==> src/rtl/ascon_permutation_iter.sv <==
// Iterative Ascon-p[rnd] permutation core, UNROLL rounds per clock.
// Shared state type lives in ascon_pkg; word i of the state is S_i.
package ascon_pkg;
    typedef logic [4:0][63:0] ascon_state_t;
endpackage

module ascon_permutation_iter
    import ascon_pkg::*;
#(
    parameter int UNROLL = 1
) (
    input  logic         clk,
    input  logic         rst_n,
    input  logic         start_i,
    input  logic [4:0]   rnd_i,
    input  ascon_state_t state_i,
    output logic         ready_o,
    output logic         done_o,
    output logic         err_o,
    output ascon_state_t state_o
);

    if (!(UNROLL == 1 || UNROLL == 2 || UNROLL == 4)) begin : g_bad_unroll
        $error("UNROLL must be 1, 2 or 4");
    end

    typedef enum logic {IDLE, RUN} fsm_t;

    localparam logic [15:0][7:0] RC = {
        8'h4b, 8'h5a, 8'h69, 8'h78, 8'h87, 8'h96, 8'ha5, 8'hb4,
        8'hc3, 8'hd2, 8'he1, 8'hf0, 8'h0f, 8'h1e, 8'h2d, 8'h3c
    };

    function automatic logic [63:0] ror(logic [63:0] x, int n);
        return (x >> n) | (x << (64 - n));
    endfunction

    function automatic ascon_state_t ascon_round(ascon_state_t s,
                                                 logic [3:0] i);
        logic [63:0] x0, x1, x2, x3, x4;
        logic [63:0] t0, t1, t2, t3, t4;
        ascon_state_t r;
        x0 = s[0];
        x1 = s[1];
        x2 = s[2] ^ {56'd0, RC[i]};
        x3 = s[3];
        x4 = s[4];
        // bit-sliced 5-bit S-box applied to all 64 columns at once
        x0 = x0 ^ x4;
        x4 = x4 ^ x3;
        x2 = x2 ^ x1;
        t0 = ~x0 & x1;
        t1 = ~x1 & x2;
        t2 = ~x2 & x3;
        t3 = ~x3 & x4;
        t4 = ~x4 & x0;
        x0 = x0 ^ t1;
        x1 = x1 ^ t2;
        x2 = x2 ^ t3;
        x3 = x3 ^ t4;
        x4 = x4 ^ t0;
        x1 = x1 ^ x0;
        x0 = x0 ^ x4;
        x3 = x3 ^ x2;
        x2 = ~x2;
        r[0] = x0 ^ ror(x0, 19) ^ ror(x0, 28);
        r[1] = x1 ^ ror(x1, 61) ^ ror(x1, 39);
        r[2] = x2 ^ ror(x2, 1) ^ ror(x2, 6);
        r[3] = x3 ^ ror(x3, 10) ^ ror(x3, 17);
        r[4] = x4 ^ ror(x4, 7) ^ ror(x4, 41);
        return r;
    endfunction

    fsm_t         fsm_q, fsm_d;
    ascon_state_t state_q, state_d;
    logic [4:0]   idx_q, idx_d;
    logic         done_q, done_d;
    logic         err_q, err_d;

    logic         legal;
    logic [4:0]   base;
    logic [4:0]   idx_nxt;
    ascon_state_t perm_in;
    ascon_state_t chain [UNROLL+1];

    assign legal = (rnd_i != 5'd0) && (rnd_i <= 5'd16) &&
                   ((rnd_i & 5'(UNROLL - 1)) == 5'd0);

    // IDLE starts from the input; RUN continues from the register
    assign base    = (fsm_q == IDLE) ? 5'd16 - rnd_i : idx_q;
    assign perm_in = (fsm_q == IDLE) ? state_i : state_q;
    assign idx_nxt = base + 5'(UNROLL);

    assign chain[0] = perm_in;
    for (genvar g = 0; g < UNROLL; g++) begin : g_rounds
        assign chain[g+1] = ascon_round(chain[g], base[3:0] + 4'(g));
    end

    always_comb begin
        fsm_d   = fsm_q;
        state_d = state_q;
        idx_d   = idx_q;
        done_d  = 1'b0;
        err_d   = 1'b0;
        unique case (fsm_q)
            IDLE: begin
                if (start_i && legal) begin
                    state_d = chain[UNROLL];
                    idx_d   = idx_nxt;
                    if (idx_nxt == 5'd16) done_d = 1'b1;
                    else                  fsm_d  = RUN;
                end else if (start_i) begin
                    err_d = 1'b1;
                end
            end
            RUN: begin
                state_d = chain[UNROLL];
                idx_d   = idx_nxt;
                if (idx_nxt == 5'd16) begin
                    fsm_d  = IDLE;
                    done_d = 1'b1;
                end
            end
            default: fsm_d = IDLE;
        endcase
    end

    always_ff @(posedge clk) begin
        if (!rst_n) begin
            fsm_q   <= IDLE;
            state_q <= '0;
            idx_q   <= 5'd0;
            done_q  <= 1'b0;
            err_q   <= 1'b0;
        end else begin
            fsm_q   <= fsm_d;
            state_q <= state_d;
            idx_q   <= idx_d;
            done_q  <= done_d;
            err_q   <= err_d;
        end
    end

    assign ready_o = (fsm_q == IDLE);
    assign done_o  = done_q;
    assign err_o   = err_q;
    assign state_o = state_q;

endmodule

==> config.mk <==
export PLATFORM = sky130hd
export DESIGN_NAME = ascon_permutation_iter
export DESIGN_NICKNAME = d
export VERILOG_FILES = /design/src/rtl/ascon_permutation_iter.sv
export SDC_FILE = /design/constraint.sdc
export NUM_CORES = 1
export LEC_CHECK = 0
export ABC_CLOCK_PERIOD_IN_PS = 4550
export BUFFER_PORTS_ARGS = -buffer_cell sky130_fd_sc_hd__buf_2
export CAP_MARGIN = 25
export CORE_MARGIN = 2
export CORE_UTILIZATION = 30
export CTS_BUF_LIST = sky130_fd_sc_hd__clkbuf_4
export DETAILED_ROUTE_END_ITERATION = 10
export PLACE_DENSITY = 0.6
export SYNTH_ARGS = -nofsm -noshare
export SYNTH_HDL_FRONTEND = slang
export SYNTH_SLANG_ARGS = --single-unit
==> constraint.sdc <==
create_clock -name clk -period 4.55 [get_ports clk]
set_input_delay 0.91 -clock clk [delete_from_list [all_inputs] [get_ports clk]]
set_output_delay 0.91 -clock clk [all_outputs]
set_load 0.01 [all_outputs]
==> results of run 1 <==
[final cells by class]
class	count	area [um2]
inverter	43	169
sequential	328	6570
timing repair buffer	894	5320
clock inverter	34	168
fill	11000	65900
antenna	10	25.0
clock buffer	143	1070
multi-input combinational	2720	24200
tap	1391	1740
[logic make-up after synthesis]
family / count (synthesis) / share of synthesized area
buffers and inverters: 194 / 0.0319
flip-flops: 328 / 0.207
AO/OA/AOI/OAI: 382 / 0.0719
AND/OR/NAND/NOR: 605 / 0.0757
multiplexers: 425 / 0.151
adder cells (fa/ha/maj): 196 / 0.0725
XOR/XNOR: 1112 / 0.390
[stage by stage]
stage	util	area, um2
global route	0.373	39200
global placement	0.361	38000
detailed placement	0.361	38000
floorplan	-	31700
finish	0.373	39300
CTS	0.373	39200
[placed cells by master, fill, tap and decap left out, types with 2 or more instances in the layout]
master,count
xnor3_1,120
dfxtp_1,327
inv_1,41
mux2i_4,17
mux2_4,23
mux2i_1,248
ha_1,132
o21ai_0,43
nor2b_1,13
clkinv_1,28
xor3_1,9
xor2_1,290
nand2b_1,14
clkbuf_4,143
nand3_1,40
nor2_1,185
nand2_1,347
a211oi_1,127
buf_2,650
diode_2,10
o31a_1,2
xnor2_2,103
mux2_2,110
a211oi_2,2
o21ai_1,44
buf_12,19
inv_2,2
a21oi_1,155
xnor2_1,586
buf_4,225
mux2_1,7
mux2i_2,20
xnor2_4,4
maj3_1,56
inv_6,2
o21a_1,6
maj3_2,8
[sequential cells by signal, indices dropped and copies added (netlist names)]
signal	cells
err_o	1
state_o	320
idx_q	5
done_o	1
fsm_q	1
[synth_stat cells (all sizes together), types with 9 or more instances]
| master | count |
|---|---|
| nand2 | 348 |
| xnor2 | 693 |
| mux2 | 140 |
| inv | 43 |
| nor2 | 185 |
| nand3 | 40 |
| nand2b | 14 |
| mux2i | 285 |
| xor3 | 9 |
| ha | 132 |
| o21ai | 87 |
| nor2b | 13 |
| maj3 | 64 |
| buf | 45 |
| xnor3 | 120 |
| clkbuf | 106 |
| a21oi | 155 |
| a211oi | 129 |
| xor2 | 290 |
| dfxtp | 328 |
[power by group through the flow]
stage,clock [uW],sequential (uW),combinational (uW)
after floorplan,0,5430,16600
after global placement,0,5950,27500
after detailed placement,0,5950,27500
after CTS,3060,5900,27700
after global routing,3200,5960,29100
final,3020,5920,28100
[critical path: stages (launching register included)]
cell,delay (ns)
dfxtp_4,0.83
buf_12,0.30
buf_4,0.22
mux2i_1,0.50
ha_1,0.37
xor2_1,0.18
xnor2_1,0.34
buf_4,0.25
xnor3_1,0.37
nand2_1,0.10
a21oi_1,0.06
[worst min-delay path by stage]
stage | start | to | slack [ns]
finish | start_i | err_o$_SDFF_PP0_ | 0.32
global placement | state_o[79]$_SDFFE_PN0P_ | state_o[79]$_SDFFE_PN0P_ | 0.47
CTS | start_i | err_o$_SDFF_PP0_ | 0.25
global route | start_i | err_o$_SDFF_PP0_ | 0.30
floorplan | idx_q[3]$_SDFFE_PN0P_ | idx_q[3]$_SDFFE_PN0P_ | 0.45
detailed placement | state_o[79]$_SDFFE_PN0P_ | state_o[79]$_SDFFE_PN0P_ | 0.48
[metal layers]
layer | vias to the layer above | share of wire
li1 | 12700 | -
met1 | 13600 | 0.40
met2 | 1275 | 0.47
met3 | 339 | 0.080
met4 | 32 | 0.054
met5 | - | 0.0012
==> out/metrics.yaml, run 1 <==
power_and_ir_drop:
  finalPower_uw: 37100
  power_density_nw_per_um2: 945
  p_int_uw: 18300
  vdd_ir_drop_max_mv: 0.277
  leakage_uw: 0.0182
  p_seq_frac: 0.160
  switching_share: 0.507
  clkPwrFrac: 0.081
  power.switching_uw: 18800
  combinationalPowerShare: 0.759
layout:
  drive_gt1_frac: 0.321
  area_growth_pct: 23.7
  final_cell_count_no_fill: 5563
  fin_nets: 4545
worst_setup_path:
  worstSetupEndpointType: "flop"
  cp_max_fo: 26
  rrSetupSlack_ns: 0.81
  crit_start: "fsm_q$_SDFF_PN0_"
  r2r_start: "fsm_q$_SDFF_PN0_"
  timing.rr.end: "state_o[15]$_SDFFE_PN0P_"
  path_class: "flop to flop"
  crit_path_start_kind: "flop"
  critPathCapture: "state_o[15]$_SDFFE_PN0P_"
  arrival_ns: 4.48
  crit_required_ns: 5.29
  reg2regPathDepth: 10
cts:
  cts_tree: "done"
  cts-root-buf: "clkbuf_4"
  cts_buffers: 98
  clk_pin_slew_ns: 0.07
  clock_latency_ns: 0.93
  cts_setup_buffers: 0
  htreeDepth: 3
  clk_path_buf_depth: 3
  holdBufCountCts: 0
  cts.sinks: 328
  postCtsResizedCells: 0
floorplan:
  die_h_um: 329
  die_area_um2: 108000
  coreArea_um2: 105000
  pin_count: 651
  row_count: 119
  start_util: 0.302
  die_w_um: 329
logic_synthesis:
  synth_edf_count: 0
  synth_warnings: 0
  ys_seq_area_frac: 0.207
  syn_area_per_cell_um2: 9.79
  synth_top_area_share: 0.207
  synth_fp_nets: 3702
  synth_top_area_cell: "dfxtp_1"
  synth_cell_types: 45
  ys_async_sr_fraction: 0
  postSynthCellCount: 3242
  syn_area_um2: 31700
  ys_top_cells_by_area: "dfxtp_1 (21%), xnor2_1 (16%), xnor3_1 (8.5%)"
  synth_ff_type: "dfxtp_1"
  ys_ff_latch: 328
global_route:
  gr-usage-met3: 0.0597
  antenna_found_initial: 27
  grt_max_degree: 81
  grt_first_pass_wirelength_um: 219000
  grt-busiest-layer: "met2"
  grtUsageMet2: 0.486
  overflow: 0
  track_usage: 0.294
  grt_pass1_vias: 27100
  grt_util_met1: 0.365
route:
  dr.pass1.iters: 5
  drc_errors: 0
  drt_iter0_markers: 2441
  vias_per_cell: 5.04
  wirelength_um: 166000
  final_antenna_net_count: 0
  routedWlPerCell_um: 29.8
  dr_total_vias: 28000
timing:
  tightest_slew_ns: 1.07
  hold_violations: 0
  clock-skew-final_ns: 0.0795
  fin_ws_ns: 0.814
  max_freq_mhz: 268
  tns_ns: 0
  post-route-period-util: 0.821
  setup_viol: 0
  rsz0062_at_grt: "no"
  period_minus_slack_ns: 3.74
  hold_slack_ns: 0.318
  slew_violations: 0
  relSlewSlack: 0.287
job:
  max-cap-violations: 0
place:
  pre_cts_slack_ns: 0.433
  dpl.hpwl_um: 140000
  place_inst: 5376
  routabilityCongestion: 1.04
  io_buffers: 650
min_path:
  holdPathStages: 2
  hold_class: "input pin to flop"
run_status:
  status: "finished clean"
(Power assumes the default switching activity.)
==> inputs of run 2 (changes only) <==
--- a/config.mk
+++ b/config.mk
@@ -5,14 +5,14 @@
 export SDC_FILE = /design/constraint.sdc
 export NUM_CORES = 1
 export LEC_CHECK = 0
-export ABC_CLOCK_PERIOD_IN_PS = 4550
+export ABC_CLOCK_PERIOD_IN_PS = 3100
 export BUFFER_PORTS_ARGS = -buffer_cell sky130_fd_sc_hd__buf_2
 export CAP_MARGIN = 25
 export CORE_MARGIN = 2
 export CORE_UTILIZATION = 30
 export CTS_BUF_LIST = sky130_fd_sc_hd__clkbuf_4
 export DETAILED_ROUTE_END_ITERATION = 10
-export PLACE_DENSITY = 0.6
+export PLACE_DENSITY = 0.62
 export SYNTH_ARGS = -nofsm -noshare
 export SYNTH_HDL_FRONTEND = slang
 export SYNTH_SLANG_ARGS = --single-unit
==> constraint.sdc (replaced) <==
create_clock -name clk -period 3.1 [get_ports clk]
set_input_delay 0.62 -clock clk [delete_from_list [all_inputs] [get_ports clk]]
set_output_delay 0.62 -clock clk [all_outputs]
set_load 0.01 [all_outputs]
==> out/metrics.yaml, run 2 (synthesis results as in run 1) <==
worst_setup_path:
  crit_required_ns: 3.92  # was 5.29 ns
  crit_chain: "buf_12, buf_12, mux2_2, ha_1, xor2_1, xnor2_1, buf_4, buf_4, xnor3_1, nand2_1, a21oi_1"  # was buf_12, buf_4, mux2i_1, ha_1, xor2_1, xnor2_1, buf_4, xnor3_1, nand2_1, a21oi_1
  critPathTopFamily: "XOR/XNOR gates"  # unchanged
  arrival_ns: 3.88  # was 4.48 ns
  worstSetupEndpointType: "flop"  # unchanged
  crit_path_start_kind: "flop"  # unchanged
  cp_max_fo: 23  # was 26
  crit_buf_inv: 4  # was 3
  slowest_delay_ns: 0.44  # was 0.83 ns
  path_class: "flop to flop"  # unchanged
  slowest_stage: "dfxtp_4"  # unchanged
timing:
  max_freq_mhz: 326  # was 268 MHz
  slew_violations: 0  # unchanged
  rsz0062_at_grt: "no"  # unchanged
  clock-skew-final_ns: 0.0937  # was 0.0795 ns
  setup_viol: 0  # unchanged
  period_minus_slack_ns: 3.06  # was 3.74 ns
  post-route-period-util: 0.989  # was 0.821
  relSlewSlack: 0.273  # was 0.287
  hold_violations: 0  # unchanged
  tightest_slew_ns: 1.09  # was 1.07 ns
  hold_slack_ns: 0.252  # was 0.318 ns
floorplan:
  row_count: 119  # unchanged
  coreArea_um2: 105000  # unchanged
  pin_count: 651  # unchanged
  start_util: 0.302  # unchanged
  die_h_um: 329  # unchanged
  die_area_um2: 108000  # unchanged
  die_w_um: 329  # unchanged
route:
  final_antenna_net_count: 0  # unchanged
  dr.pass1.iters: 5  # unchanged
  wirelength_um: 173000  # was 166000 um
  drc_errors: 0  # unchanged
  routedWlPerCell_um: 28.5  # was 29.8 um
  dr_total_vias: 30700  # was 28000
  drt_iter0_markers: 2829  # was 2441
  vias_per_cell: 5.06  # was 5.04
place:
  io_buffers: 650  # unchanged
  place_area_um2: 42700  # was 38000 um2
  dpl.hpwl_um: 147000  # was 140000 um
  routabilityCongestion: 1.08  # was 1.04
  place_inst: 5891  # was 5376
power_and_ir_drop:
  switching_share: 0.480  # was 0.507
  p_int_uw: 31300  # was 18300 uW
  power_density_nw_per_um2: 1360  # was 945 nW/um2
  vdd_ir_drop_max_mv: 0.468  # was 0.277 mV
  p_seq_frac: 0.142  # was 0.160
  power.switching_uw: 28900  # was 18800 uW
  leakage_uw: 0.0210  # was 0.0182 uW
  clkPwrFrac: 0.073  # was 0.081
  combinationalPowerShare: 0.785  # was 0.759
layout:
  final_cell_count_no_fill: 6072  # was 5563
  fin_nets: 5064  # was 4545
  largest_register_ffs: 320  # unchanged
  post-route-util: 0.419  # was 0.373
  fillers: 10600  # was 11000
  mostFrequentLayoutCell: "buf_4"  # was buf_2
  area_growth_pct: 38.9  # was 23.7%
  mostFrequentLayoutCells: "buf_4 (672), buf_2 (650), xnor2_1 (582), nand2_1 (347), dfxtp_1 (327)"  # was buf_2 (650), xnor2_1 (586), nand2_1 (347), dfxtp_1 (327), xor2_1 (290)
  drive_gt1_frac: 0.401  # was 0.321
  fin_area_um2: 44100  # was 39300 um2
min_path:
  hold_class: "input pin to flop"  # unchanged
cts:
  cts_tree: "done"  # unchanged
  cts-root-buf: "clkbuf_4"  # unchanged
  clk_pin_slew_ns: 0.07  # about the same
  cts_setup_buffers: 0  # unchanged
  cts.sinks: 328  # unchanged
  clk_path_buf_depth: 3  # unchanged
  cts_buffers: 101  # was 98
  clock_latency_ns: 0.96  # was 0.93 ns
  htreeDepth: 3  # unchanged
global_route:
  antenna_found_initial: 34  # was 27
  track_usage: 0.308  # was 0.294
  grt_first_pass_wirelength_um: 232000  # was 219000 um
  grt_max_degree: 108  # was 81
  overflow: 0  # unchanged
  grt_pass1_vias: 30000  # was 27100
job:
  max-cap-violations: 0  # unchanged
run_status:
  status: "finished clean"  # unchanged
-- run 2: cell count changes in the layout (fill, tap and decap cells not counted), sizes merged --
cell	change
clkbuf	-3
diode	-1
buf	+515
dlygate4sd3	+1
inv	-1
bufinv	-1
clkinv	-1
-- run 2: stage by stage --
step           setup slack, ns  setup TNS (ns)  power (uW)
3_5_place_dp            -0.246           -2.71       54500
4_1_cts                0.00629               0       59300
3_3_place_gp            -0.222           -2.41       54500
5_1_grt                 0.0126               0       61900
6_report                0.0355               0       60100
2_1_floorplan        -0.000609       -0.000609       32500
-- run 2: per-layer routing --
layer / track usage / share of wire
met4: 0.173 / 0.066
met2: 0.504 / 0.46
met5: 0 / 0.0013
met1: 0.379 / 0.39
met3: 0.0615 / 0.081
-- run 2: power by group through the flow --
stage          logic, uW  clock network [uW]  registers [uW]
2_1_floorplan      24500                   0            7980
3_3_place_gp       46000                   0            8510
3_5_place_dp       46000                   0            8500
4_1_cts            46400                4470            8420
5_1_grt            48800                4660            8530
6_report           47200                4400            8520
-- run 2: area by class of cell --
| class | count | area [um2] | area share |
|---|---|---|---|
| clock inverter | 31 | 156 | 0.00355 |
| sequential | 328 | 6570 | 0.149 |
| inverter | 43 | 169 | 0.00383 |
| antenna | 9 | 22.5 | 0.000511 |
| clock buffer | 140 | 1050 | 0.0238 |
| multi-input combinational | 2720 | 24300 | 0.552 |
| tap | 1391 | 1740 | 0.0395 |
| timing repair buffer | 1410 | 10000 | 0.228 |
-- run 2: worst min-delay path, delay by kind of cell --
family                 cells  cell delay (ns)
AO/OA/AOI/OAI              1             0.18
buffers and inverters      2             0.33
-- run 2: path summary, 6_finish.rpt --
path,startpoint,end,slack [ns],depth (start not counted)
max,fsm_q$_SDFF_PN0_,state_o[54]$_SDFFE_PN0P_,0.04,11
min,rst_n,state_o[52]$_SDFFE_PN0P_,0.25,3
max reg2reg,fsm_q$_SDFF_PN0_,state_o[54]$_SDFFE_PN0P_,0.04,11
min reg2reg,idx_q[3]$_SDFFE_PN0P_,idx_q[3]$_SDFFE_PN0P_,0.49,2
-- run 2: timing repair --
action / in CTS / in global routing
gates resized for setup: 4 / 12
hold buffers: 1 / 0
pin swaps: 0 / 2
endpoints found under the hold margin: 1 / 0
setup endpoints to repair: 4 / 19
